==> src/rtl/brinquedo_pkg.sv <==
// Shared definitions for the toy controller: FSM states, motor codes,
// step-to-action mapping and 7-segment digit patterns.
package brinquedo_pkg;

    // Movement FSM states
    typedef enum logic [1:0] {
        PARADO    = 2'd0,
        ANDANDO   = 2'd1,
        RECUANDO  = 2'd2,
        DESVIANDO = 2'd3
    } estado_t;

    // Motor driver codes, {forward, reverse} pin pair
    localparam logic [1:0] MOTOR_FRENTE = 2'b10;
    localparam logic [1:0] MOTOR_RE     = 2'b01;
    localparam logic [1:0] MOTOR_PARA   = 2'b00;

    // What the toy does at each committed step
    typedef enum logic [1:0] {
        ACAO_FRENTE   = 2'd0,
        ACAO_GIRA_DIR = 2'd1,
        ACAO_GIRA_ESQ = 2'd2,
        ACAO_PARA     = 2'd3
    } acao_t;

    // Command pair for both motors
    typedef struct packed {
        logic [1:0] esq;
        logic [1:0] dir;
    } motores_t;

    // 7-segment patterns, active-low, bit order gfedcba
    localparam logic [6:0] SEG_0 = 7'b1000000;
    localparam logic [6:0] SEG_1 = 7'b1111001;
    localparam logic [6:0] SEG_2 = 7'b0100100;
    localparam logic [6:0] SEG_3 = 7'b0110000;
    localparam logic [6:0] SEG_4 = 7'b0011001;
    localparam logic [6:0] SEG_5 = 7'b0010010;
    localparam logic [6:0] SEG_6 = 7'b0000010;
    localparam logic [6:0] SEG_7 = 7'b1111000;
    localparam logic [6:0] SEG_8 = 7'b0000000;
    localparam logic [6:0] SEG_9 = 7'b0010000;
    localparam logic [6:0] SEG_A = 7'b0001000;
    localparam logic [6:0] SEG_B = 7'b0000011;
    localparam logic [6:0] SEG_C = 7'b1000110;
    localparam logic [6:0] SEG_D = 7'b0100001;
    localparam logic [6:0] SEG_E = 7'b0000110;
    localparam logic [6:0] SEG_F = 7'b0001110;

    // Choreography of one full 8-step cycle
    function automatic acao_t acao_do_passo(input logic [2:0] passo);
        acao_t acao;
        case (passo)
            3'd3:    acao = ACAO_GIRA_DIR;
            3'd6:    acao = ACAO_GIRA_ESQ;
            3'd7:    acao = ACAO_PARA;
            default: acao = ACAO_FRENTE;
        endcase
        return acao;
    endfunction

    // Motor pair that realises an action
    function automatic motores_t motores_da_acao(input acao_t acao);
        motores_t m;
        case (acao)
            ACAO_FRENTE:   m = '{esq: MOTOR_FRENTE, dir: MOTOR_FRENTE};
            ACAO_GIRA_DIR: m = '{esq: MOTOR_FRENTE, dir: MOTOR_RE};
            ACAO_GIRA_ESQ: m = '{esq: MOTOR_RE,     dir: MOTOR_FRENTE};
            default:       m = '{esq: MOTOR_PARA,   dir: MOTOR_PARA};
        endcase
        return m;
    endfunction

    // Step straight to motor pair
    function automatic motores_t motores_do_passo(input logic [2:0] passo);
        return motores_da_acao(acao_do_passo(passo));
    endfunction

    // Hexadecimal digit to segment pattern
    function automatic logic [6:0] digito_hex(input logic [3:0] valor);
        logic [6:0] s;
        case (valor)
            4'h0:    s = SEG_0;
            4'h1:    s = SEG_1;
            4'h2:    s = SEG_2;
            4'h3:    s = SEG_3;
            4'h4:    s = SEG_4;
            4'h5:    s = SEG_5;
            4'h6:    s = SEG_6;
            4'h7:    s = SEG_7;
            4'h8:    s = SEG_8;
            4'h9:    s = SEG_9;
            4'hA:    s = SEG_A;
            4'hB:    s = SEG_B;
            4'hC:    s = SEG_C;
            4'hD:    s = SEG_D;
            4'hE:    s = SEG_E;
            default: s = SEG_F;
        endcase
        return s;
    endfunction

endpackage

==> src/rtl/controlador_brinquedo_sincronizador.sv <==
// Two-flop synchronizer bank with asynchronous active-low clear.
module sincronizador
    import brinquedo_pkg::*;
#(
    parameter int LARGURA = 1
) (
    input  logic               clk,
    input  logic               rst_n,
    input  logic [LARGURA-1:0] d,
    output logic [LARGURA-1:0] q
);

    logic [LARGURA-1:0] meta;

    // Two-stage capture of asynchronous inputs
    always_ff @(posedge clk or negedge rst_n) begin
        if (!rst_n) begin
            meta <= '0;
            q    <= '0;
        end else begin
            // NOTE: non-blocking keeps the two stages as separate flops; blocking would collapse them into one.
            meta <= d;
            q    <= meta;
        end
    end

endmodule

==> src/rtl/controlador_brinquedo.sv <==
// Toy controller: synchronizes the divider step count, filters ripple
// glitches, drives both motors through a movement FSM with obstacle
// avoidance and shows the committed step on a 7-segment display.
module controlador_brinquedo
    import brinquedo_pkg::*;
#(
    parameter int FILTRO    = 4,
    parameter int DESVIO_RE = 2
) (
    input  logic       clock_entrada,
    input  logic       botao,
    input  logic       bit0,
    input  logic       bit1,
    input  logic       bit2,
    input  logic       liga,
    input  logic       sensor,
    output logic [1:0] motor_esq,
    output logic [1:0] motor_dir,
    output logic [6:0] seg,
    output logic       novo_passo
);

    localparam logic [3:0] FILTRO_MAX = 4'(FILTRO - 1);
    localparam logic [2:0] DESVIO_MAX = 3'(DESVIO_RE - 1);

    // Synchronized inputs
    logic [4:0] sinc;
    logic [2:0] codigo_s;
    logic       liga_s;
    logic       sensor_s;

    // Step filter state
    logic [2:0] codigo_ant;
    logic [3:0] filtro_cnt;
    logic [3:0] filtro_prox;
    logic [2:0] passo;
    logic       commit;

    // Movement FSM state
    estado_t    estado;
    logic [2:0] desvio_cnt;
    motores_t   motores_estado;

    sincronizador #(
        .LARGURA(5)
    ) u_sinc (
        .clk   (clock_entrada),
        .rst_n (botao),
        .d     ({sensor, liga, bit2, bit1, bit0}),
        .q     (sinc)
    );

    assign codigo_s = sinc[2:0];
    assign liga_s   = sinc[3];
    assign sensor_s = sinc[4];

    // Stability count of the synchronized code and the commit decision
    always_comb begin
        // NOTE: every output of a combinational block gets a default first so no path leaves it unassigned (latch).
        filtro_prox = '0;
        if (codigo_s == codigo_ant) begin
            filtro_prox = (filtro_cnt == FILTRO_MAX) ? FILTRO_MAX : filtro_cnt + 4'd1;
        end
        // The pulse guard keeps commits at least one cycle apart even for FILTRO = 1
        commit = (filtro_prox == FILTRO_MAX) && (codigo_s != passo) && !novo_passo;
    end

    // Filter registers: previous code, stability count, committed step and its pulse
    always_ff @(posedge clock_entrada or negedge botao) begin
        if (!botao) begin
            codigo_ant <= '0;
            filtro_cnt <= '0;
            passo      <= '0;
            novo_passo <= 1'b0;
        end else begin
            codigo_ant <= codigo_s;
            filtro_cnt <= filtro_prox;
            novo_passo <= commit;
            if (commit) begin
                passo <= codigo_s;
            end
        end
    end

    // Motor command implied by the current FSM state
    always_comb begin
        motores_estado = '{esq: MOTOR_PARA, dir: MOTOR_PARA};
        case (estado)
            ANDANDO:   motores_estado = motores_do_passo(passo);
            RECUANDO:  motores_estado = '{esq: MOTOR_RE, dir: MOTOR_RE};
            DESVIANDO: motores_estado = motores_da_acao(ACAO_GIRA_DIR);
            default:   motores_estado = '{esq: MOTOR_PARA, dir: MOTOR_PARA};
        endcase
    end

    // Movement FSM with registered motor outputs; liga low overrides everything
    always_ff @(posedge clock_entrada or negedge botao) begin
        if (!botao) begin
            estado     <= PARADO;
            desvio_cnt <= '0;
            motor_esq  <= MOTOR_PARA;
            motor_dir  <= MOTOR_PARA;
        end else begin
            motor_esq <= motores_estado.esq;
            motor_dir <= motores_estado.dir;

            if (!liga_s) begin
                estado <= PARADO;
            end else begin
                case (estado)
                    PARADO: begin
                        if (novo_passo) begin
                            estado <= ANDANDO;
                        end
                    end
                    ANDANDO: begin
                        // Sensor wins over a simultaneous step pulse, which is not counted
                        if (sensor_s) begin
                            estado     <= RECUANDO;
                            desvio_cnt <= '0;
                        end
                    end
                    RECUANDO: begin
                        if (novo_passo) begin
                            if (desvio_cnt == DESVIO_MAX) begin
                                estado     <= DESVIANDO;
                                desvio_cnt <= '0;
                            end else begin
                                desvio_cnt <= desvio_cnt + 3'd1;
                            end
                        end
                    end
                    DESVIANDO: begin
                        if (novo_passo) begin
                            if (sensor_s) begin
                                estado     <= RECUANDO;
                                desvio_cnt <= '0;
                            end else begin
                                estado <= ANDANDO;
                            end
                        end
                    end
                    default: begin
                        estado <= PARADO;
                    end
                endcase
            end
        end
    end

    // Registered display decode of the committed step
    always_ff @(posedge clock_entrada or negedge botao) begin
        if (!botao) begin
            seg <= SEG_0;
        end else begin
            seg <= digito_hex({1'b0, passo});
        end
    end

endmodule

==> config.mk <==
export PLATFORM = sky130hd
export DESIGN_NAME = controlador_brinquedo
export DESIGN_NICKNAME = d
export VERILOG_FILES = /design/src/rtl/brinquedo_pkg.sv /design/src/rtl/controlador_brinquedo_sincronizador.sv /design/src/rtl/controlador_brinquedo.sv
export SDC_FILE = /design/constraint.sdc
export NUM_CORES = 1
export LEC_CHECK = 0
export CAP_MARGIN = 20
export CORE_ASPECT_RATIO = 1.2
export CORE_UTILIZATION = 50
export DETAILED_ROUTE_END_ITERATION = 16
export PLACE_DENSITY = 0.74
export REMOVE_ABC_BUFFERS = 1
export SLEW_MARGIN = 20
export SYNTH_ARGS = -nofsm -noshare
export SYNTH_HDL_FRONTEND = slang
export SYNTH_HIERARCHICAL = 1
export SYNTH_SLANG_ARGS = --single-unit
==> constraint.sdc <==
create_clock -name clock_entrada -period 3.1 [get_ports clock_entrada]
set_input_delay 0.775 -clock clock_entrada [delete_from_list [all_inputs] [get_ports clock_entrada]]
set_output_delay 0.775 -clock clock_entrada [all_outputs]
set_load 0.05 [all_outputs]
-- Yosys cells after proc, flatten, opt, wreduce, memory -nomap -nowiden
Memories as Yosys holds them, arrays and structs flattened. A register that Yosys moved wholly into a read port is not among the register bits.
Cells that the tools add are included.
- memories: 1
- memory bits (read-only): 56
- word-level logic and storage cells: 61
- RAM bits: 0
- input bits: 7
- output and inout bits: 12
- register bits: 30
- latch bits: 0
- memories (name ; depth ; bits a word ; rd ports ; clocked after memory_dff ; write ports ; RTL line ; source):
    (name not given) ; 8 ; 7 ; 1 ; 1 ; 0 ; brinquedo_pkg.sv:82 ; case (valor)
- add/subtract/negate cells: 2
- multiplexer cells: 19
- shift operators: 0
- reduce and logical (&&, ||, !) cells: 9
- bitwise gates (word level): 0
- magnitude comparators: 0
- multipliers: 0
- divide/modulo/power cells: 0
- equal/unequal tests: 20
- operators by type and width (operator ; number):
    one-hot mux 4 bit (3 select lines) ; 2
    two-way mux 2 bit ; 8
    two-way mux 3 bit ; 4
    != test 3 bit (second input constant) ; 4
    one-hot mux 3 bit (3 select lines) ; 1
    equality test 4 x 2 -> 1 bit (second input constant) ; 2
    two-way mux 4 bit ; 2
    one-hot mux 2 bit (4 select lines) ; 1
    equality test 2 bit (second input constant) ; 3
    equality test 3 bit (second input constant) ; 2
    one-hot mux 2 bit (3 select lines) ; 1
    AND reduction 5 bit ; 1
    adder 4 x 1 -> 4 bit (second input constant) ; 1
    equality test 2 x 1 -> 1 bit (second input constant) ; 2
    zero test 2 bit ; 2
    != test 2 bit (second input constant) ; 2
    AND reduction 4 bit ; 1
    adder 3 x 1 -> 3 bit (second input constant) ; 1
    equality test 3 x 1 -> 1 bit (second input constant) ; 1
    equality test 3 x 2 -> 1 bit (second input constant) ; 1
    equality test 3 bit ; 1
    != test 3 x 2 -> 1 bit (second input constant) ; 1
    != test 3 bit ; 1
    nonzero test 3 bit ; 1
    other kinds (2) ; 4

-- Longest topological paths before layout
Gate-level depths: netlist of run 1.
- depth in word-level cells: 6
- mapped depth: 5
- mapped depth without buffers: 5

-- Hierarchy
The synthesis of run 1 kept the hierarchy.
- modules (own cells, without submodules) (module ; times used ; cells an instance ; area each (um^2) ; sequential area each (um^2)):
    controlador_brinquedo ; 1 ; 103 ; 1183.6 ; 676.9
    sincronizador ; 1 ; 10 ; 250.2 ; 250.2

-- Worst setup path before layout of run 1
OpenSTA, ideal clock, no wires.
- kind: flip-flop to flip-flop
- start point: reg filtro_cnt[0]
- end point: reg passo[0]
- data required time: 2.975 ns
- arrival time: 1.406 ns
- slack: 1.569 ns
- library setup time: 0.125 ns
- clock period less this slack: 1.531 ns
- stages on the path, launching flop included: 6
- buffers on the path: 0
- path through: dfrtp_1 ha_1 a21boi_0 o21ai_0 nor3_2 mux2_2
- word-level cells in the longest chain between the ends: 6
- elaborated cells on any way between the ends: 7
- classes of those cells: add/sub (1); eq/ne (2); mux (2); reduce/logical (2)
- RTL lines (what ; RTL line ; source):
    start, declared ; controlador_brinquedo.sv:34 ; logic [3:0] filtro_cnt;
    start signal, assigned ; controlador_brinquedo.sv:77 ; filtro_cnt <= filtro_prox;
    adder 4 x 1 -> 4 bit or equality test 4 x 2 -> 1 bit (tied branches) ; controlador_brinquedo.sv:62 ; filtro_prox = (filtro_cnt == FILTRO_MAX) ? FILTRO_MAX : filtro_cnt + 4'd1;
    two-way mux 4 bit (*) ; controlador_brinquedo.sv:62 ;
    two-way mux 4 bit (*) ; controlador_brinquedo.sv:61 ; if (codigo_s == codigo_ant) begin
    equality test 4 x 2 -> 1 bit (*) ; controlador_brinquedo.sv:65 ; commit = (filtro_prox == FILTRO_MAX) && (codigo_s != passo) && !novo_passo;
    logical AND 1 bit (*) (2 in a row) ; controlador_brinquedo.sv:65 ;
    end signal, assigned ; controlador_brinquedo.sv:80 ; passo <= codigo_s;
    end, declared ; controlador_brinquedo.sv:36 ; logic [2:0] passo;
Every way passes the cells marked *; elsewhere a longest branch is shown, timed or not.
A chain may end at the register's enable or synchronous reset.

-- Worst setup path in the final report of run 1
- start point: reg seg[6]
- end point: out seg[6]
- RTL lines (what ; RTL line ; source):
    start, declared ; controlador_brinquedo.sv:19 ; output logic [6:0] seg,
No word-level cell between the ends.

==> results of run 1 <==
==> how the worst max path moves through the flow <==
stage / end / slack, ns / startpoint
2_1_floorplan: passo[0] / 1.57 / filtro_cnt[0]
3_3_place_gp: seg[6] / 1.04 / seg[6]
3_5_place_dp: seg[6] / 1.02 / seg[6]
4_1_cts: seg[6] / 0.64 / seg[6]
5_1_grt: seg[6] / 0.61 / seg[6]
6_report: seg[6] / 0.67 / seg[6]
==> Yosys cell counts (all sizes together), types with 2 or more instances <==
| master | number |
|---|---|
| inv | 5 |
| xnor2 | 3 |
| nor2b | 2 |
| nand3 | 3 |
| o21ai | 6 |
| a21oi | 8 |
| ha | 6 |
| o31ai | 2 |
| dfrtp | 36 |
| nor2 | 11 |
| nand2 | 5 |
| xor2 | 4 |
| nand2b | 4 |
| mux2 | 4 |
| and2 | 3 |
==> report_power, final <==
part / leakage, nW / switching [mW] / total [mW] / internal, mW
sequential: 0.472 / 0.0515 / 0.608 / 0.556
clock: 0.0320 / 0.144 / 0.231 / 0.0863
combinational: 0.269 / 0.250 / 0.393 / 0.144
==> layout by cell type, fill, tap and decap left out <==
master	synthesis	layout
nor2_1	11	11
o31a_2	1	1
nand3b_1	1	1
and2_1	3	3
nor3_2	1	1
ha_1	6	6
clkinv_2	0	2
a31o_2	1	1
nand3_2	1	1
clkbuf_1	0	1
a21oi_1	8	8
dfstp_2	1	1
xnor2_1	3	3
mux2_2	4	4
nor3b_1	1	1
buf_4	0	1
a211oi_1	1	1
xor2_1	4	4
nand2_1	5	5
nand3_1	2	2
mux2i_1	1	1
o211ai_1	1	1
nand4b_1	1	1
nor2b_1	2	2
inv_1	5	5
clkbuf_4	0	5
dfrtp_1	36	36
a21boi_0	1	1
nand2b_1	4	4
clkdlybuf4s50_1	0	18
o21ai_0	6	6
o31ai_1	2	2
==> metal layers <==
layer,up-vias,global-route usage (%)
met5,-,0
met4,0,10.71
met3,7,6.266
met2,19,34.10
met1,417,20.81
li1,432,-
==> cells by family (layout without fill, tap and decap cells) <==
logic type | after synthesis | in the layout | synth area share [%]
compound gates | 21 | 21 | 8.814
xor+xnor | 7 | 7 | 4.276
fa+ha+maj | 6 | 6 | 5.235
buf+inv | 5 | 32 | 1.309
flops | 37 | 37 | 64.66
mux | 5 | 5 | 3.839
simple gates | 32 | 32 | 11.87
==> registers in the layout, indices dropped and copies added (netlist names) <==
name and count:
desvio_cnt 3, estado 2, u_sinc/meta 5, novo_passo 1, motor_dir 2, filtro_cnt 4, motor_esq 2, u_sinc/q 5
codigo_ant 3, passo 3, seg 7
==> cell type report <==
type | instances | share of cell area, %
sequential | 37 | 54.09
timing repair buffer | 19 | 10.95
multi-input combinational | 71 | 28.47
clock buffer | 6 | 2.409
inverter | 5 | 1.095
tap | 33 | 2.409
clock inverter | 2 | 0.5839
==> impl_metrics.env, run 1 <==
export IMPL_routabilityCongestion=0.7497
export IMPL_vias=875
export IMPL_syn_cell_area_sq_um=1434
export IMPL_status="finished, final reports clean"
export IMPL_drv_cap=0
export IMPL_cts_tree="done"
export IMPL_path_buf_inv=1
export IMPL_critPathArrivalTime_ns=1.65
export IMPL_ys_ff_latch=37
export IMPL_drtPass1Iterations=4
export IMPL_relSlewSlack_pct=66.62
export IMPL_fp_dieW_um=50.89
export IMPL_clock_latency_ns=0.33
export IMPL_antenna_cells=0
export IMPL_gr_total_overflow=0
export IMPL_avgRoutedWirePerCell_um=13.97
export IMPL_num_nets_final=152
export IMPL_multi_input_area_sq_um=488.0
export IMPL_rr_worst_depth=5
export IMPL_grt_first_pass_wirelength_um=4050
export IMPL_cts_buffers=5
export IMPL_timing_final_crit_share_pct=78.34
export IMPL_grt_pass1_vias=888
export IMPL_hpwl_um=1760
export IMPL_antenna_found_initial=0
export IMPL_post_route_util_pct=65.24
export IMPL_finalPower_mw=1.232
export IMPL_worst_slack_ns=0.6714
export IMPL_r2r_end="passo[0]"
export IMPL_wl_met3_um=101
export IMPL_wl_met1_um=1020
export IMPL_final_cells=173
export IMPL_drc=0
export IMPL_postRouteAntennaNets=0
export IMPL_cp_depth=1
export IMPL_fillers=204
export IMPL_start_util_pct=54.57
export IMPL_synth_cells=113
export IMPL_clock_skew_ns=0.006002
export IMPL_final_hold_viol_count=0
export IMPL_crit_slowest_cell="clkdlybuf4s50_1"
export IMPL_holdPathStages=0
export IMPL_leakagePower_nw=0.7724
export IMPL_maxSlewViolCount=0
export IMPL_worstPathCellList="clkdlybuf4s50_1"
export IMPL_crit_family="buffers and inverters"
export IMPL_grt_use_total_pct=19.38
export IMPL_post_cts_resized=0
export IMPL_fmax_mhz=411.8
export IMPL_crit_type="reg2out"
export IMPL_cts_sinks=37
export IMPL_clkTransAtPathRegs_ns=0.10
export IMPL_area_growth_pct=19.55
export IMPL_ios=19
export IMPL_die_area_sq_um=3087
export IMPL_yosys_warnings=6
export IMPL_postPlaceCellArea_sq_um=1663
export IMPL_vias_per_cell=5.058
export IMPL_post_cts_setup_buffers=0
export IMPL_rsz0062_at_grt="no"
export IMPL_synth_distinct_cells=27
export IMPL_highest_signal_layer="met4"
export IMPL_clockBufferDepth=2
export IMPL_coreArea_sq_um=2628
export IMPL_totalWireLength_um=2417
export IMPL_worstPathRequired_ns=2.32
export IMPL_r2r_setup_slack_ns=1.37
export IMPL_min_period_ns=2.429
export IMPL_syn_avg_cell_area_sq_um=12.69
export IMPL_yosys_area_top_type_share_pct=62.83
export IMPL_ys_top_cells_by_area="dfrtp_1 (63%), ha_1 (5.2%), mux2_2 (3.1%)"
export IMPL_cts_root_buf="clkbuf_4"
export IMPL_endpoint_kind="primary output"
export IMPL_hp_class="reg2reg"
export IMPL_place_ws_ns=1.024
export IMPL_initialDrtViolationCount=10
export IMPL_critPathMaxFanout=1
export IMPL_place_inst=165
export IMPL_portBuffers=18
export IMPL_irDropWorstVdd_mv=0.5076
export IMPL_grt_max_degree=38
export IMPL_dr_wl_met2_um=1238
export IMPL_drive_above_1_share_pct=12.14
export IMPL_synth_edf_count=0
export IMPL_setup_violations_final=0
export IMPL_holdCritStartpoint="u_sinc/meta[0]"
export IMPL_synth_async_reset_ratio_pct=100.0
export IMPL_slowest_delay_ns=0.79
export IMPL_pwr_density_cell_nw_per_um2=718.6
export IMPL_r2r_start="filtro_cnt[0]"
export IMPL_cts_htree_levels=2
export IMPL_yosysSeqAreaShare_pct=64.66
export IMPL_start_kind="register"
export IMPL_rows=20
export IMPL_synth_largest_area_cell="dfrtp_1"
export IMPL_seq_area_sq_um=927.1
export IMPL_die_h_um=60.66
export IMPL_timing_hold_ws_ns=0.3603
export IMPL_final_area_sq_um=1714
export IMPL_whs_endpoint="u_sinc/q[0]"
export IMPL_cts_hold_fix_buffers=0
export IMPL_synth_ff_type="dfrtp_1"
export IMPL_finalSetupTns_ns=0
export IMPL_worst_pin_slew_ns=0.4991
Power figures use the tool's default switching activity.
==> inputs of run 2 (changes only) <==
- clock period: 3.1 -> 2.3 ns (I/O delays scaled with it)
==> results of run 2 <==
The final DEF is identical to that of run 1. Status: finished, final reports clean.
Among the figures that moved: final weighted congestion in routability-driven placement 0.7497 -> 0.7496; setup slack after placement 1.024 ns -> 0.4236 ns; setup slack after layout 0.6714 ns -> 0.07137 ns; register-to-register setup slack 1.37 ns -> 0.57 ns; total power 1.232 mW -> 1.660 mW; worst IR drop on VDD 0.5076 mV -> 0.6842 mV
